$ cat src/rtl/rps_referee.sv
// Rock/paper/scissors round referee.
// Collects one locked choice per player, judges the round, shows the result
// code for HOLD_CYCLES cycles, then waits for all buttons to be released
// before re-arming.
// Optional macro RPS_SCORE_EN: adds saturating BCD win counters per player.
module rps_referee #(
    parameter int unsigned HOLD_CYCLES = 24_000_000
) (
    input  logic       clk,
    input  logic       reset,
    input  logic [2:0] p1_btn,
    input  logic [2:0] p2_btn,
    output logic [2:0] result,
    output logic       p1_locked,
    output logic       p2_locked,
    output logic       round_done,
    output logic [3:0] p1_score,
    output logic [3:0] p2_score
);

    localparam int unsigned CNT_W = $clog2(HOLD_CYCLES + 1);

    localparam logic [2:0] RES_IDLE = 3'b100;
    localparam logic [2:0] RES_DRAW = 3'b010;
    localparam logic [2:0] RES_P1   = 3'b000;
    localparam logic [2:0] RES_P2   = 3'b001;

    typedef enum logic [1:0] {
        S_REARM,
        S_COLLECT,
        S_RESULT
    } state_t;

    state_t           r_state;
    state_t           w_next;
    logic [2:0]       r_p1_choice;
    logic [2:0]       r_p2_choice;
    logic             r_p1_locked;
    logic             r_p2_locked;
    logic [2:0]       r_result;
    logic [CNT_W-1:0] r_cnt;

    logic             w_p1_onehot;
    logic             w_p2_onehot;
    logic             w_both_locked;
    logic             w_idle_btns;
    logic             w_hold_end;
    logic [2:0]       w_judge;

    assign w_p1_onehot   = (p1_btn == 3'b100) || (p1_btn == 3'b010) || (p1_btn == 3'b001);
    assign w_p2_onehot   = (p2_btn == 3'b100) || (p2_btn == 3'b010) || (p2_btn == 3'b001);
    assign w_both_locked = r_p1_locked && r_p2_locked;
    assign w_idle_btns   = (p1_btn == 3'b000) && (p2_btn == 3'b000);
    assign w_hold_end    = (r_cnt == CNT_W'(HOLD_CYCLES - 1));

    // Judge stored choices: each one-hot choice beats the one obtained by rotating it left.
    always_comb begin
        if (r_p1_choice == r_p2_choice) begin
            w_judge = RES_DRAW;
        end else if (r_p2_choice == {r_p1_choice[1:0], r_p1_choice[2]}) begin
            w_judge = RES_P1;
        end else begin
            w_judge = RES_P2;
        end
    end

    // State register.
    always_ff @(posedge clk) begin
        if (reset) begin
            r_state <= S_REARM;
        end else begin
            r_state <= w_next;
        end
    end

    // Next-state logic.
    always_comb begin
        w_next = r_state;
        case (r_state)
            S_REARM:   if (w_idle_btns) w_next = S_COLLECT;
            S_COLLECT: if (w_both_locked) w_next = S_RESULT;
            S_RESULT:  if (w_hold_end) w_next = S_REARM;
            default:   w_next = S_REARM;
        endcase
    end

    // Choice capture, result latch and hold counter.
    always_ff @(posedge clk) begin
        if (reset) begin
            r_p1_choice <= '0;
            r_p2_choice <= '0;
            r_p1_locked <= 1'b0;
            r_p2_locked <= 1'b0;
            r_result    <= RES_IDLE;
            r_cnt       <= '0;
        end else begin
            case (r_state)
                S_REARM: begin
                    r_p1_locked <= 1'b0;
                    r_p2_locked <= 1'b0;
                end
                S_COLLECT: begin
                    if (w_both_locked) begin
                        r_result <= w_judge;
                        r_cnt    <= '0;
                    end else begin
                        if (!r_p1_locked && w_p1_onehot) begin
                            r_p1_choice <= p1_btn;
                            r_p1_locked <= 1'b1;
                        end
                        if (!r_p2_locked && w_p2_onehot) begin
                            r_p2_choice <= p2_btn;
                            r_p2_locked <= 1'b1;
                        end
                    end
                end
                S_RESULT: begin
                    r_cnt <= r_cnt + 1'b1;
                    if (w_hold_end) begin
                        r_p1_locked <= 1'b0;
                        r_p2_locked <= 1'b0;
                    end
                end
                default: ;
            endcase
        end
    end

    // Outputs: the result code is only shown while in RESULT; the counter is
    // zero exactly on the first RESULT cycle, which marks round_done.
    always_comb begin
        result     = (r_state == S_RESULT) ? r_result : RES_IDLE;
        round_done = (r_state == S_RESULT) && (r_cnt == '0);
        p1_locked  = r_p1_locked;
        p2_locked  = r_p2_locked;
    end

`ifdef RPS_SCORE_EN
    logic [3:0] r_p1_score;
    logic [3:0] r_p2_score;

    // Saturating win counters, updated on the edge that loads a result.
    always_ff @(posedge clk) begin
        if (reset) begin
            r_p1_score <= '0;
            r_p2_score <= '0;
        end else if ((r_state == S_COLLECT) && w_both_locked) begin
            if ((w_judge == RES_P1) && (r_p1_score != 4'd9)) r_p1_score <= r_p1_score + 4'd1;
            if ((w_judge == RES_P2) && (r_p2_score != 4'd9)) r_p2_score <= r_p2_score + 4'd1;
        end
    end

    assign p1_score = r_p1_score;
    assign p2_score = r_p2_score;
`else
    assign p1_score = '0;
    assign p2_score = '0;
`endif

endmodule

$ cat config.mk
export PLATFORM = sky130hd
export DESIGN_NAME = rps_referee
export DESIGN_NICKNAME = d
export VERILOG_FILES = /design/src/rtl/rps_referee.sv
export SDC_FILE = /design/constraint.sdc
export NUM_CORES = 1
export LEC_CHECK = 0
export CORE_MARGIN = 8
export CORE_UTILIZATION = 28
export CTS_CLUSTER_DIAMETER = 120
export DETAILED_ROUTE_END_ITERATION = 6
export SYNTH_ARGS = -nofsm -noshare
export SYNTH_HDL_FRONTEND = slang
export SYNTH_SLANG_ARGS = --single-unit
export TNS_END_PERCENT = 30
$ cat constraint.sdc
create_clock -name clk -period 2.8 [get_ports clk]
set_input_delay 0.28 -clock clk [delete_from_list [all_inputs] [get_ports clk]]
set_output_delay 0.28 -clock clk [all_outputs]
set_load 0.02 [all_outputs]
==> results.cfg <==
[finish]
nNetsFinal = 283
drive_gt1_share_pct = 10.2
fillers = 787
fin_area_sq_mm = 0.00241
final_cell_mix = dfxtp_1, nand2_1, nor2_1, a21oi_1, nand3_1
n_antenna_cell = 0
mostFrequentLayoutCell = dfxtp_1
final_cells = 376
syn_to_final_growth_pct = 13.3

[clocking]
root_buffer = clkbuf_8
path_clk_slew_ns = 0.08
post_cts_buffers = 0
cts-htree-levels = 2
cts_buffers = 5
cts_sinks = 38
cts_tree = yes
cts_resized = 0
clock_path_buffers = 2
hold_buffers = 0
clock_latency_ns = 0.29

[worst_setup_path]
cp_data_required_time_ns = 2.52
timing.reg2reg.setup_slack_ns = 0.56
crit_slowest_cell = clkdlybuf4s50_1
reg2reg_depth = 5
worstPathArrival_ns = 2.09
critical_path.max_fanout = 13
critPathCaptureType = output pin
crit_family = buffers and inverters
critPathKind = reg2out
crit_buf_inv = 1
setup.worst_path.start_class = flop
slowest_delay_ns = 0.64
r2r-end = r_cnt[20]
r2r-start = r_cnt[0]
cp_cell_sequence = nor2b_1 -> nand3_1 -> nor3_1 -> clkdlybuf4s50_1

[timing]
worst_slack_ns = 0.434
max_slew_margin_pct = 51.3
setup_viol = 0
rsz0062_at_grt = false
tightest_slew_ns = 0.720
fin_crit_ns = 2.37
max_freq_mhz = 423
hold_viol = 0
skew_ns = 0.00602
slew_violations = 0
fin_setup_tns_ns = 0
post-route-period-util_pct = 84.5

[hold_path]
min_from = r_result[2]
min_path_type = reg2reg
hold_end = r_result[2]
min_path_cells = 2

[floorplan]
die-area_sq_mm = 0.0107
floorplan.io_pins = 22
core_area_sq_mm = 0.00757
start_util_pct = 28.2
die_h_microns = 103
fp.dieW_microns = 103
std_cell_rows = 32

[grt]
gr-usage-all-layers_pct = 10.1
grt_pass1_vias = 1763
grt_antenna_before_repair = 0
grt_max_degree = 40
grt_pass1_wl_microns = 8630
overflow = 0

[placement]
placedCellCount = 368
gp_congestion = 0.764
placed_area_sq_mm = 0.00232
place_ws_ns = 0.592
place_hpwl_microns = 3570
numPortBuffers = 13

[power_and_ir_drop]
pwr-share-seq_pct = 54.4
comb_power_share_pct = 5.4
p_sw_share_pct = 23.8
p_per_area_mw_per_mm2 = 412
ir_drop_uv = 171
power.net_switching_uw = 237
p_clk_share_pct = 40.2
p_leak_nw = 0.807
power.total_uw = 996
p_int_uw = 759

[synth]
synth.area.mux_share_pct = 5.28
synth-xor-area-share_pct = 3.29
syn_avg_cell_area_sq_um = 8.08
synthSimpleGateAreaFrac_pct = 33.2
synth_edf_count = 0
synth_top_area_share_pct = 35.7
synth_compound_area_share_pct = 14.7
seq_area_frac_synth_pct = 35.7
syn_area_sq_mm = 0.00213
synth_top_cell_by_area = dfxtp_1
synth.distinct_cells = 47
synthArstFlopShare_pct = 0
syn-instance-count = 264
synth_seq_cells = 38
synth.area.top_cells = dfxtp_1, nand2_1, mux2i_1
synth_top_family_by_area = simple AND/OR/NAND/NOR gates
synth_adder_area_share_pct = 1.17
synth_ff_type = dfxtp_1
yosysWarnings = 0

[route]
drt_first_pass_iters = 4
wl_microns = 5020
vias = 1964
drt.antenna.violating_nets = 0
initialDrtViolationCount = 113
wire_per_inst_microns = 13.4
vias_per_cell = 5.22
drcViolationCount = 0

[run]
maxCapViolations = 0

[status]
status = finished, final reports clean
[synth_stat cells (3+ instances only)]
master,count
nand4_1,11
nor3_1,10
mux2i_1,9
or2_2,7
nand3_1,15
nor4_1,8
or4_2,3
o31ai_1,3
nand2_1,31
buf_4,9
o211ai_1,5
a21oi_1,16
dfxtp_1,38
or4_1,4
xor2_1,4
inv_1,6
nand2b_1,3
xnor2_1,4
clkbuf_1,10
o311ai_0,4
nor2_1,16
and3_1,3
nand4b_1,3
o21ai_0,5
a211oi_1,3
and2_1,3
[kinds of logic after synthesis]
group           after synthesis
simple gates                130
compound gates               47
flops                        38
buf+inv                      27
mux                          11
xor+xnor                      8
fa+ha+maj                     2
other cells                   1
[worst max path at each step]
stage                from          to  slack [ns]  cells past startpoint
6_report       r_state[1]  round_done        0.43                      4
5_1_grt        r_state[1]  round_done        0.24                      4
4_1_cts        r_state[1]  round_done        0.40                      4
3_5_place_dp     r_cnt[0]   r_cnt[20]        0.59                      5
3_3_place_gp     r_cnt[0]   r_cnt[20]        0.66                      5
2_1_floorplan    r_cnt[0]   r_cnt[20]        0.77                      6
[flip-flops by register name, summed over array words and instances, names as in the netlist]
name and flops:
r_cnt 25, r_p1_choice 3, r_p2_choice 3, r_result 3, r_state 2, p1_locked 1, p2_locked 1
[worst register-to-register path, cell delays in order, from the launching register on]
cell	delay [ns]
dfxtp_1	0.39
ha_1	0.24
nand4_1	0.21
or4_1	0.67
or4_1	0.51
a21oi_1	0.15
[per-layer routing]
metal  wire length (microns)  GRT usage (%)  up-vias
met5                       0              0        -
li1                        -              -      981
met1                    2330           13.5      940
met4                      57           3.34        0
met2                    2330           15.2       37
met3                     305           2.68        6
[cell type report]
cell class                 instances  area, sq um  share of cell area, %
multi-input combinational        206         1260                   52.2
timing repair buffer              16          153                   6.32
sequential                        38          761                   31.5
clock buffer                       7         86.3                   3.58
inverter                           6         22.5                  0.933
clock inverter                     1         5.00                  0.207
tap                              102          128                   5.28
[per-stage QoR]
| stage | utilization (%) | hold WS (ns) |
|---|---|---|
| 2_1_floorplan | - | 0.415 |
| 3_3_place_gp | 30.7 | 0.428 |
| 3_5_place_dp | 30.7 | 0.434 |
| 4_1_cts | 31.9 | 0.446 |
| 5_1_grt | 31.9 | 0.457 |
| 6_report | 31.9 | 0.447 |
[power by group through the flow]
stage	sequential [mW]	clock, mW	combinational, mW
2_1_floorplan	0.554	0	0.0418
3_3_place_gp	0.555	0	0.0538
3_5_place_dp	0.555	0	0.0540
4_1_cts	0.542	0.407	0.0542
5_1_grt	0.542	0.435	0.0598
6_report	0.542	0.400	0.0540
Note: power is estimated with default switching activity, not from simulation.
